### config.mk
export PLATFORM = sky130hd
export DESIGN_NAME = fp_align_shifter
export DESIGN_NICKNAME = d
export VERILOG_FILES = /design/src/rtl/fp_align_shifter.sv
export SDC_FILE = /design/constraint.sdc
export NUM_CORES = 1
export LEC_CHECK = 0
export ABC_AREA = 1
export ABC_CLOCK_PERIOD_IN_PS = 4300
export CAP_MARGIN = 20
export CORE_ASPECT_RATIO = 1.2
export CORE_MARGIN = 4
export CORE_UTILIZATION = 51
export CTS_CLUSTER_DIAMETER = 50
export DETAILED_ROUTE_END_ITERATION = 10
export PLACE_DENSITY = 0.89
export SLEW_MARGIN = 15
export SYNTH_ARGS = -nofsm -noshare
export SYNTH_HDL_FRONTEND = slang
export SYNTH_SLANG_ARGS = --single-unit
### constraint.sdc
create_clock -name clk -period 4.3 [get_ports clk]
set_input_delay 0.86 -clock clk [delete_from_list [all_inputs] [get_ports clk]]
set_output_delay 0.86 -clock clk [all_outputs]
set_load 0.1 [all_outputs]
### src/rtl/fp_align_shifter.sv
// Alignment stage of the FP adder: right-shifts the smaller operand's fraction by the
// exponent difference, up to STEP bits per cycle, folding discarded bits into a sticky bit.
module fp_align_shifter #(
  parameter int FRAC_W = 32,
  parameter int EXP_W  = 8,
  parameter int STEP   = 1
) (
  input  logic              clk,
  input  logic              rst,
  input  logic              in_valid,
  output logic              in_ready,
  input  logic [FRAC_W-1:0] in_frac,
  input  logic [EXP_W-1:0]  in_shamt,
  input  logic              in_sign,
  input  logic [EXP_W-1:0]  in_exp,
  output logic              out_valid,
  input  logic              out_ready,
  output logic [FRAC_W-1:0] out_frac,
  output logic              out_sticky,
  output logic              out_sign,
  output logic [EXP_W-1:0]  out_exp,
  output logic              busy
);

  typedef enum logic [1:0] {IDLE, SHIFT, DONE} state_t;

  localparam logic [EXP_W:0]   SAT_LIM = (EXP_W+1)'(FRAC_W);
  localparam logic [EXP_W-1:0] STEP_K  = EXP_W'(STEP);

  state_t              state;
  logic [FRAC_W-1:0]   frac;
  logic                sticky;
  logic                sign_q;
  logic [EXP_W-1:0]    exp_q;
  logic [EXP_W-1:0]    count;
  logic                rdy_q;
  logic                vld_q;
  logic                busy_q;

  logic [EXP_W-1:0]    k;
  logic [FRAC_W-1:0]   shifted;
  logic [FRAC_W-1:0]   lost_mask;
  logic                lost;

  // k never exceeds STEP, so the shift and mask stay well inside the datapath
  always_comb begin
    k         = (count < STEP_K) ? count : STEP_K;
    shifted   = frac >> k;
    lost_mask = ~({FRAC_W{1'b1}} << k);
    lost      = |(frac & lost_mask);
  end

  always_ff @(posedge clk) begin
    if (rst) begin
      state  <= IDLE;
      frac   <= '0;
      sticky <= 1'b0;
      sign_q <= 1'b0;
      exp_q  <= '0;
      count  <= '0;
      rdy_q  <= 1'b1;
      vld_q  <= 1'b0;
      busy_q <= 1'b0;
    end else begin
      case (state)
        IDLE: begin
          if (in_valid) begin
            sign_q <= in_sign;
            exp_q  <= in_exp;
            count  <= in_shamt;
            sticky <= 1'b0;
            rdy_q  <= 1'b0;
            busy_q <= 1'b1;
            if (in_frac == '0) begin
              frac  <= '0;
              state <= DONE;
              vld_q <= 1'b1;
            end else if ({1'b0, in_shamt} >= SAT_LIM) begin
              // everything falls off the end: no need to iterate
              frac   <= '0;
              sticky <= |in_frac;
              state  <= DONE;
              vld_q  <= 1'b1;
            end else if (in_shamt == '0) begin
              frac  <= in_frac;
              state <= DONE;
              vld_q <= 1'b1;
            end else begin
              frac  <= in_frac;
              state <= SHIFT;
            end
          end
        end
        SHIFT: begin
          frac   <= shifted;
          sticky <= sticky | lost;
          count  <= count - k;
          if (count == k || shifted == '0) begin
            state <= DONE;
            vld_q <= 1'b1;
          end
        end
        DONE: begin
          if (out_ready) begin
            state  <= IDLE;
            vld_q  <= 1'b0;
            busy_q <= 1'b0;
            rdy_q  <= 1'b1;
          end
        end
        default: begin
          state  <= IDLE;
          vld_q  <= 1'b0;
          busy_q <= 1'b0;
          rdy_q  <= 1'b1;
        end
      endcase
    end
  end

  assign in_ready   = rdy_q;
  assign out_valid  = vld_q;
  assign busy       = busy_q;
  assign out_frac   = frac;
  assign out_sticky = sticky;
  assign out_sign   = sign_q;
  assign out_exp    = exp_q;

endmodule

After elaboration in Yosys (flattened, before gate mapping) --
Index checks and enable logic that the tools add are counted.
Storage, ports and cells: flip-flop bits (word level) 55, word-level logic and storage cells 68, output and inout port bits 45, input bits 53
Cells by class: bitwise operators 4, order comparisons 2, reductions and logical operators 13, muxes and demuxes 30, shift operators 2, $add $sub $neg 1, eq/ne operators 7
Operators by type and width (number):
- $mux W32 | 3
- $logic_not A32 Y1 | 2
- $pmux W32 S2 | 1
- $reduce_or A32 Y1 | 2
- $and A32 B32 Y32 | 1
- $not A32 Y32 | 1
- $shl A32 B8 Y32 const A | 1
- $shr A32 B8 Y32 | 1
- $mux W8 | 2
- $pmux W8 S2 | 1
- $mux W1 | 12
- $mux W2 | 6
- $pmux W1 S3 | 3
- $eq A8 B8 Y1 | 1
- $ge A8 B6 Y1 const B | 1
- $logic_not A8 Y1 | 1
- $lt A8 B1 Y1 const B | 1
- $sub A8 B8 Y8 | 1
- $ne A2 B2 Y1 const B | 3
- $pmux W2 S3 | 1
- $reduce_and A3 Y1 | 2
- $ne A4 B4 Y1 const B | 1
- $reduce_and A2 Y1 | 2
- $reduce_and A4 Y1 | 1
- other kinds (8) | 8

Longest topological paths before layout --
Gate-level depths: netlist of the first run.
word-level depth 8, gate-level depth with buffers 16, mapped depth without buffers 15

Least setup slack after synthesis of the first run --
No wires, ideal clock.
path type input-to-reg, start input in_shamt[7], end register frac[9], in the netlist out_frac[9], stages 9, setup slack 2260 ps, arrival time 1979 ps, required time 4239 ps, path through nor2_1 > inv_1 > or2_2 > inv_1 > clkbuf_1 > nand3_1 > o211ai_1 > o211ai_1 > inv_1
On the way: cells in the longest elaborated chain, start to end 5
RTL lines:
- from (decl) | line 13 | input logic [EXP_W-1:0] in_shamt,
- $ge A8 B6 Y1 | line 78 | end else if ({1'b0, in_shamt} >= SAT_LIM) begin
- $mux W32 | line 78
- $mux W32 | line 74 | if (in_frac == '0) begin
- $mux W32 | line 67 | if (in_valid) begin
- $pmux W32 S2 | line 65 | case (state)
- to (signal assigned) | line 85 | frac <= in_frac;
- to (signal assigned) | line 89 | frac <= in_frac;
- to (signal assigned) | line 95 | frac <= shifted;
- to (decl) | line 31 | logic [FRAC_W-1:0] frac;
No other way between the ends. The select of a mux whose other input is x is not followed. A chain may end at the register's enable or synchronous reset.

Final worst setup path of the first run --
start register frac[30], in the netlist out_frac[30], end output out_frac[30]
RTL lines:
- to (decl) | line 18 | output logic [FRAC_W-1:0] out_frac,
No word-level cell between the ends.

==> results of run 1 <==
-- flip-flops by register name, indices dropped and copies added, names as in the netlist --
| register | count |
|---|---|
| busy | 1 |
| count | 8 |
| in_ready | 1 |
| out_exp | 8 |
| out_frac | 32 |
| out_sign | 1 |
| out_sticky | 1 |
| out_valid | 1 |
| state | 2 |
-- worst max-delay path by stage --
stage,from,cells after the start,end
2_1_floorplan,in_shamt[7],9,out_frac[9]
3_3_place_gp,in_shamt[7],7,out_frac[2]
5_1_grt,in_shamt[7],9,out_frac[28]
6_report,out_frac[30],1,out_frac[30]
3_5_place_dp,in_shamt[7],7,out_frac[19]
4_1_cts,out_frac[30],1,out_frac[30]
-- cells by family (layout without fill, tap and decap cells) --
family	Yosys count	in the layout	share of synthesized area, %
compound gates	114	114	23.1
flops	55	55	34.5
simple gates	223	223	29.6
fa+ha+maj	2	2	0.784
buf+inv	91	172	12.0
-- metal layers --
| metal | wire [um] | up-vias | share of wire, % | global-route usage [%] |
|---|---|---|---|---|
| li1 | - | 1770 | - | - |
| met1 | 4120 | 1763 | 41 | 32.5 |
| met2 | 4980 | 169 | 50 | 46.5 |
| met3 | 723 | 20 | 7.2 | 4.87 |
| met4 | 158 | 0 | 1.6 | 6.76 |
| met5 | 0 | - | 0 | 0 |
-- power by group --
part           internal, uW  total (uW)  switching [uW]
registers               684         839             155
clock network           189         365             176
logic                   694        2710            2020
total                  1570        3910            2350
-- synth_stat cells --
library cell | number | area [sq um]
a31oi_1 | 4 | 25.0
buf_6 | 4 | 45.0
o21ai_0 | 41 | 205
nor2_1 | 46 | 173
nand3_2 | 2 | 20.0
inv_1 | 61 | 229
a21oi_2 | 2 | 17.5
o211ai_1 | 25 | 188
nand4_1 | 2 | 12.5
nor4_1 | 6 | 37.5
dfxtp_1 | 55 | 1100
nor3_1 | 1 | 5.00
a311oi_1 | 1 | 8.76
nand2_1 | 138 | 518
a221oi_1 | 22 | 193
nor2_8 | 1 | 20.0
buf_4 | 2 | 15.0
clkbuf_1 | 18 | 67.6
a21oi_1 | 8 | 40.0
nand2_2 | 2 | 12.5
nand3b_1 | 2 | 15.0
a21boi_0 | 1 | 7.51
buf_1 | 3 | 11.3
o22ai_1 | 3 | 18.8
nor2_4 | 1 | 11.3
ha_1 | 2 | 25.0
or2_2 | 1 | 6.26
o21ai_1 | 7 | 35.0
nor2_2 | 2 | 12.5
nand3_1 | 18 | 90.1
nand2_4 | 1 | 11.3
buf_2 | 2 | 10.0
clkinv_1 | 1 | 3.75
-- cell type report --
cell class	count	area, sq um	area share (%)
clock buffers	6	82.6	1.93
flip-flops and latches	55	1100	25.8
well taps	82	103	2.40
repair buffers	102	1010	23.6
inverters	62	233	5.45
clock inverters	2	35.0	0.820
multi-input cells	339	1710	40.0
-- through the flow --
stage,instance area (sq um),hold WS (ps)
after floorplan,3190,464
after global placement,4160,450
after detailed placement,4160,454
after CTS,4270,470
after global routing,4270,500
final,4270,469
-- layout by cell type (no fill, tap or decap), drive strengths merged --
cell and count:
nand3b 2, dfxtp 55, bufinv 1, nor3 1, a21oi 10, nor4 6
a311oi 1, nand3 20, a221oi 22, nand4 2, inv 61, o21ai 48
clkinv 2, nand2 141, buf 5, clkbuf 6, a31oi 4, a21boi 1
clkdlybuf4s50 97, ha 2, nor2 50, o22ai 3, or2 1, o211ai 25
==> results.toml, run 1 <==
[clock_tree]
post_cts_buffers = 0
post_cts_resize_count = 0
clk_pin_slew_ps = 100
cts_tree = "done"
max-clock-path-buffers = 2
numCtsBuffers = 5
clock_sinks = 55
postCtsHoldBufs = 0
h-tree-depth = 2
cts_root_buf = "clkbuf_8"
clk_latency_ps = 320

[run_status]
outcome = "finished, final reports clean"

[job]
maxCapViolCount = 0

[detailed_routing]
first_pass_iters = 5
viasPerCell = 5.74
vias = 3722
ant_nets = 0
wl_per_cell_um = 15.4
drtIter0Drc = 343
totalWireLength_um = 9990
drc = 0

[finish]
layoutNonFillerInstCount = 648
diodes = 0
nFillCells = 531
nets = 620
synthToLayoutAreaGrowth_pct = 33.9
finish.utilization_pct = 70.6
layout-drive-gt1-share_pct = 4.59

[placed_design]
post-place-ws_ps = 1240
place_congestion = 0.866
dpl.cell_count = 640
portBuffers = 97
hpwl_um = 7020

[worst_setup_path]
worstSetupStartpointType = "flop"
cp.required_ps = 3440
ff2ff_path_depth = 15
reg2reg_to = "state[0]"
crit_buf_inv = 1
cp_top_family = "buffers and inverters"
path_cells = "clkdlybuf4s50_1"
rrSetupSlack_ps = 1830
cp.arrival_ps = 1920
cpPeakStageDelay_ps = 1180
r2r_start = "count[1]"
endpoint_kind = "primary output"
cp_max_fo = 4
setup.worst_path.class = "reg2out"
cp_slowest_cell = "clkdlybuf4s50_1"

[die]
fp.dieW_um = 80.2
dieArea_sq_um = 7590
core.rowCount = 31
die_h_um = 94.6
start_util_pct = 52.7
core-area_sq_um = 6050
io_pins = 98

[timing]
tns_ps = 0
relSlewSlack_pct = 29.7
tightest_slew_ps = 1050
fin_crit_ps = 2780
final-hold-violation-count = 0
setup_ws_ps = 1520
setup_violations = 0
finalMaxSlewViolations = 0
fin_crit_sh_pct = 64.7
max_freq_mhz = 359
rsz0062_at_grt = "no"
finClkSkew_ps = 8.91

[global_routing]
grt_overflow = 0
antenna_found_initial = 0
first_global_vias = 3463
track_usage_pct = 26.3
grt_pass1_wl_um = 15900
grt_max_degree = 55

[synthesis]
seq_area_frac_synth_pct = 34.5
yosys_register_bits = 55
synth_area_per_cell_sq_um = 6.58
yosys.cell_types.count = 33
syn-cell-area_sq_um = 3190
ys.warnings.count = 0
synth.net_count = 540
syn_inst = 485

[hold_path]
hold_depth = 2
hp-class = "reg2reg"
hold_end = "out_valid"
hp-start = "out_valid"

[power]
p_leak_uw = 0.00179
power_density_nw_per_um2 = 916
irDropWorstVdd_v = 0.000631
power.total_uw = 3910
Note: power is estimated with default switching activity, not from simulation.
==> run 2, diff against run 1 <==
--- a/config.mk
+++ b/config.mk
@@ -6,14 +6,14 @@
 export NUM_CORES = 1
 export LEC_CHECK = 0
 export ABC_AREA = 1
-export ABC_CLOCK_PERIOD_IN_PS = 4300
+export ABC_CLOCK_PERIOD_IN_PS = 2250
 export CAP_MARGIN = 20
 export CORE_ASPECT_RATIO = 1.2
 export CORE_MARGIN = 4
-export CORE_UTILIZATION = 51
+export CORE_UTILIZATION = 43
 export CTS_CLUSTER_DIAMETER = 50
 export DETAILED_ROUTE_END_ITERATION = 10
-export PLACE_DENSITY = 0.89
+export PLACE_DENSITY = 0.8
 export SLEW_MARGIN = 15
 export SYNTH_ARGS = -nofsm -noshare
 export SYNTH_HDL_FRONTEND = slang
==> constraint.sdc (replaced) <==
create_clock -name clk -period 2.25 [get_ports clk]
set_input_delay 0.45 -clock clk [delete_from_list [all_inputs] [get_ports clk]]
set_output_delay 0.45 -clock clk [all_outputs]
set_load 0.1 [all_outputs]
==> run 2 against run 1 <==
Die area increased by 17%. Critical path type is now reg2reg. Global-route usage decreased by 4.0 points. Final area decreased by 0.32%. Critical path depth increased by 14. Highest routed layer unchanged. Clock-buffer cell count unchanged. Via count decreased by 1.7%.
==> results.toml, run 2 (same netlist as run 1, synthesis figures left out) <==
[die]
core-area_sq_um = 7230
fp.dieW_um = 86.6
dieArea_sq_um = 8870
io_pins = 98
die_h_um = 102
core.rowCount = 34
start_util_pct = 44.1

[finish]
nets = 630
final_common_cell = "nand2_1"
layoutNonFillerInstCount = 666
mostFrequentLayoutCells = "nand2_1, inv_1, buf_4"
largest_reg_flops = 32
diodes = 0
nFillCells = 693
synthToLayoutAreaGrowth_pct = 33.5
finish.utilization_pct = 58.9
layout-drive-gt1-share_pct = 14.8

[detailed_routing]
viasPerCell = 5.49
first_pass_iters = 5
drtIter0Drc = 254
totalWireLength_um = 9900
ant_nets = 0
drc = 0
wl_per_cell_um = 14.9
vias = 3658

[clock_tree]
clk_pin_slew_ps = 100
clock_sinks = 55
postCtsHoldBufs = 0
max-clock-path-buffers = 2
numCtsBuffers = 5
cts_tree = "done"
clk_latency_ps = 310
cts_root_buf = "clkbuf_8"
h-tree-depth = 2

[worst_setup_path]
cp.required_ps = 2460
worstSetupStartpointType = "flop"
cp.arrival_ps = 2280
endpoint_kind = "flop"
setup.worst_path.class = "reg2reg"
cp_max_fo = 12

[global_routing]
first_global_vias = 3490
grt_pass1_wl_um = 16200
track_usage_pct = 22.3
antenna_found_initial = 0
grt_max_degree = 55
grt_overflow = 0

[job]
maxCapViolCount = 0

[timing]
fin_crit_sh_pct = 92.0
setup_violations = 0
fin_crit_ps = 2070
tightest_slew_ps = 597
finalMaxSlewViolations = 0
relSlewSlack_pct = 59.9
final-hold-violation-count = 0
tns_ps = 0
max_freq_mhz = 483
finClkSkew_ps = 10.8

[run_status]
outcome = "finished, final reports clean"

[placed_design]
place_congestion = 0.870
hpwl_um = 7330
portBuffers = 97
dpl.cell_count = 657

[hold_path]
hp-class = "reg2reg"
==> run 2: stage by stage <==
| stage | instance area, sq um | setup slack [ps] | hold slack, ps |
|---|---|---|---|
| after floorplan | 3190 | 379 | 464 |
| after global placement | 4160 | -77.1 | 453 |
| after detailed placement | 4160 | -67.7 | 464 |
| after CTS | 4240 | 129 | 480 |
| after global routing | 4260 | -3.42 | 500 |
| final | 4260 | 179 | 487 |
==> run 2: path summary, 6_finish.rpt <==
path / start / end / slack, ps / depth (start not counted)
worst min-delay path: busy / busy / 490 / 2
worst max register to register: count[0] / count[6] / 180 / 15
worst min register to register: busy / busy / 490 / 2
worst max-delay path: count[0] / count[6] / 180 / 15
==> run 2: worst max-delay path: stages (launching register included) <==
cell and delay (ps):
dfxtp_1 390, nor2_1 90, nand2_2 150, nor2_8 50
buf_4 170, nor2_2 100, inv_1 70, ha_1 170
nor2_1 120, nand2_1 110, nor2_2 120, inv_1 60
o21ai_0 140, nand2_1 80, o211ai_1 80, a21oi_1 80
==> run 2: repair_timing <==
item / 4_1_cts / 5_1_grt
endpoints found under the hold margin: 0 / 0
gates resized for setup: 0 / 5
setup buffers: 0 / 1
endpoints found under the setup margin: 0 / 2
==> run 2: area by class of cell <==
class	count	area, sq um	area share [%]
tap	90	113	2.64
sequential	55	1100	25.9
clock buffer	6	72.6	1.70
multi-input combinational	339	1720	40.3
timing repair buffer	112	1010	23.7
inverter	62	233	5.46
clock inverter	2	12.5	0.294
==> run 2: metal layers <==
layer,GRT usage (%),vias to the layer above,routed length [um]
met5,0,-,0
met4,5.52,0,152
met3,4.35,19,796
met2,38.0,162,4760
met1,28.9,1675,4190
li1,-,1802,-
Power of run 2 is not shown: default switching activity piles up to over one toggle a cycle in this logic, so the estimate is an artifact.
==> run 3, diff against run 2 <==
--- a/config.mk
+++ b/config.mk
@@ -8,7 +8,7 @@
 export ABC_AREA = 1
 export ABC_CLOCK_PERIOD_IN_PS = 2250
 export CAP_MARGIN = 20
-export CORE_ASPECT_RATIO = 1.2
+export CORE_ASPECT_RATIO = 0.75
 export CORE_MARGIN = 4
 export CORE_UTILIZATION = 43
 export CTS_CLUSTER_DIAMETER = 50
==> run 3 against run 2 <==
Worst setup slack worse by 28 ps. Flip-flop and latch count unchanged. Clock-buffer cell count down 1. Largest cell class unchanged.
==> results.toml, run 3 (same netlist as run 1, synthesis figures left out) <==
[finish]
nFillCells = 644
seqCellArea_sq_um = 1110
synthToLayoutAreaGrowth_pct = 35.0
largest_reg_flops = 32
diodes = 0
nets = 629
multi_input_area_sq_um = 1720
mostFrequentLayoutCells = "nand2_1, inv_1, buf_4"
layout-drive-gt1-share_pct = 15.7
final_common_cell = "nand2_1"

[die]
fp.dieW_um = 107
core-area_sq_um = 6990
die_h_um = 82.6
core.rowCount = 26
io_pins = 98
start_util_pct = 45.6
dieArea_sq_um = 8880

[global_routing]
track_usage_pct = 22.3
antenna_found_initial = 0
grt_max_degree = 55
grt_pass1_wl_um = 16100
first_global_vias = 3392
grt_overflow = 0

[detailed_routing]
drc = 0
wl_per_cell_um = 14.7
totalWireLength_um = 9910
dr_wl_met2_um = 4550
ant_nets = 0
met1Wirelength_um = 4350
first_pass_iters = 5
drtIter0Drc = 233
maxUsedRoutingLayer = "met4"
routed-wl-met3_um = 801
viasPerCell = 5.32
vias = 3579

[worst_setup_path]
r2r_start = "count[7]"
cp_top_family = "simple AND/OR/NAND/NOR gates"
cp.arrival_ps = 2300
rrSetupSlack_ps = 150
endpoint_kind = "flop"
setup.worst_path.class = "reg2reg"
crit_top_cell = "nor2_2"
reg2reg_to = "count[6]"
cp_slowest_cell = "dfxtp_1"
path_cells = "nor2_2, nand2_4, nor2_8, buf_12, nor2_2, inv_1, ha_1, nor2_2, nand2_1, nor2_2, inv_1, o21ai_0, nand2_1, o211ai_1, a21oi_1"
ff2ff_path_depth = 15
cp_max_fo = 26
worstSetupStartpointType = "flop"
cpPeakStageDelay_ps = 390
crit_buf_inv = 3
cp.required_ps = 2450

[timing]
tightest_slew_ps = 470
fin_crit_sh_pct = 93.3
final-hold-violation-count = 0
finClkSkew_ps = 9.37
whs_ps = 475
finalMaxSlewViolations = 0
setup_violations = 0
tns_ps = 0
max_freq_mhz = 476
setup_ws_ps = 151
relSlewSlack_pct = 68.4
rsz0062_at_grt = "no"
fin_crit_ps = 2100

[clock_tree]
cts_root_buf = "clkbuf_8"
max-clock-path-buffers = 2
postCtsHoldBufs = 0
numCtsBuffers = 5
h-tree-depth = 2
clk_latency_ps = 310
clk_pin_slew_ps = 110
cts_tree = "done"
clock_sinks = 55

[placed_design]
portBuffers = 97
hpwl_um = 7140
place_congestion = 0.858
post-place-ws_ps = 119

[hold_path]
hold_end = "busy"
hp-class = "reg2reg"
hold_depth = 2
hp-start = "busy"

[run_status]
outcome = "finished, final reports clean"

[job]
maxCapViolCount = 0
run 3: changes by cell type in the layout (fill, tap and decap cells not counted):
cell      before  now
dfxtp_2        3    5
dfxtp_4        0    2
buf_4         57   54
clkinv_2       1    0
nor2_1        43   42
buf_12         3    5
clkinv_4       0    2
nor2_2         5    6
clkbuf_1       1    0
dfxtp_1       52   48
run 3: worst max-delay path by stage:
stage                start           end  cells after the start
2_1_floorplan     count[4]      count[6]                     15
3_3_place_gp   in_shamt[6]  out_frac[21]                      8
3_5_place_dp   in_shamt[6]  out_frac[16]                      8
4_1_cts           count[4]      count[6]                     15
5_1_grt           count[4]      count[6]                     15
6_report          count[7]      count[6]                     15
run 3: through the flow:
step	std cells	util, %	instance area (sq um)
2_1_floorplan	485	-	3190
3_3_place_gp	664	59.8	4190
3_5_place_dp	664	59.8	4190
4_1_cts	672	61.2	4280
5_1_grt	673	61.6	4310
6_report	673	61.6	4310
run 3: metal layers:
| metal | vias to the layer above | track usage [%] |
|---|---|---|
| met2 | 146 | 36.1 |
| met1 | 1621 | 29.8 |
| met3 | 20 | 5.13 |
| met4 | 0 | 6.81 |
| li1 | 1792 | - |
| met5 | - | 0 |
run 3: final cells by class:
type	count	share of cell area, %
clock buffers	5	1.60
repair buffers	111	23.8
multi-input cells	339	39.9
well taps	98	2.85
clock inverters	3	0.581
inverters	62	5.40
flip-flops and latches	55	25.9
run 3: what timing repair did:
item                                    4_1_cts  5_1_grt
endpoints found under the setup margin        0        2
buffers inserted                              0        1
gates resized for setup                       0       12
run 3: worst register-to-register path: stages (launching register included):
cell and delay (ps):
dfxtp_1 390, nor2_2 60, nand2_4 110, nor2_8 60, buf_12 150, nor2_2 100
inv_1 70, ha_1 180, nor2_2 120, nand2_1 110, nor2_2 130, inv_1 70
o21ai_0 160, nand2_1 90, o211ai_1 90, a21oi_1 80
Power of run 3 is left out for the same reason.
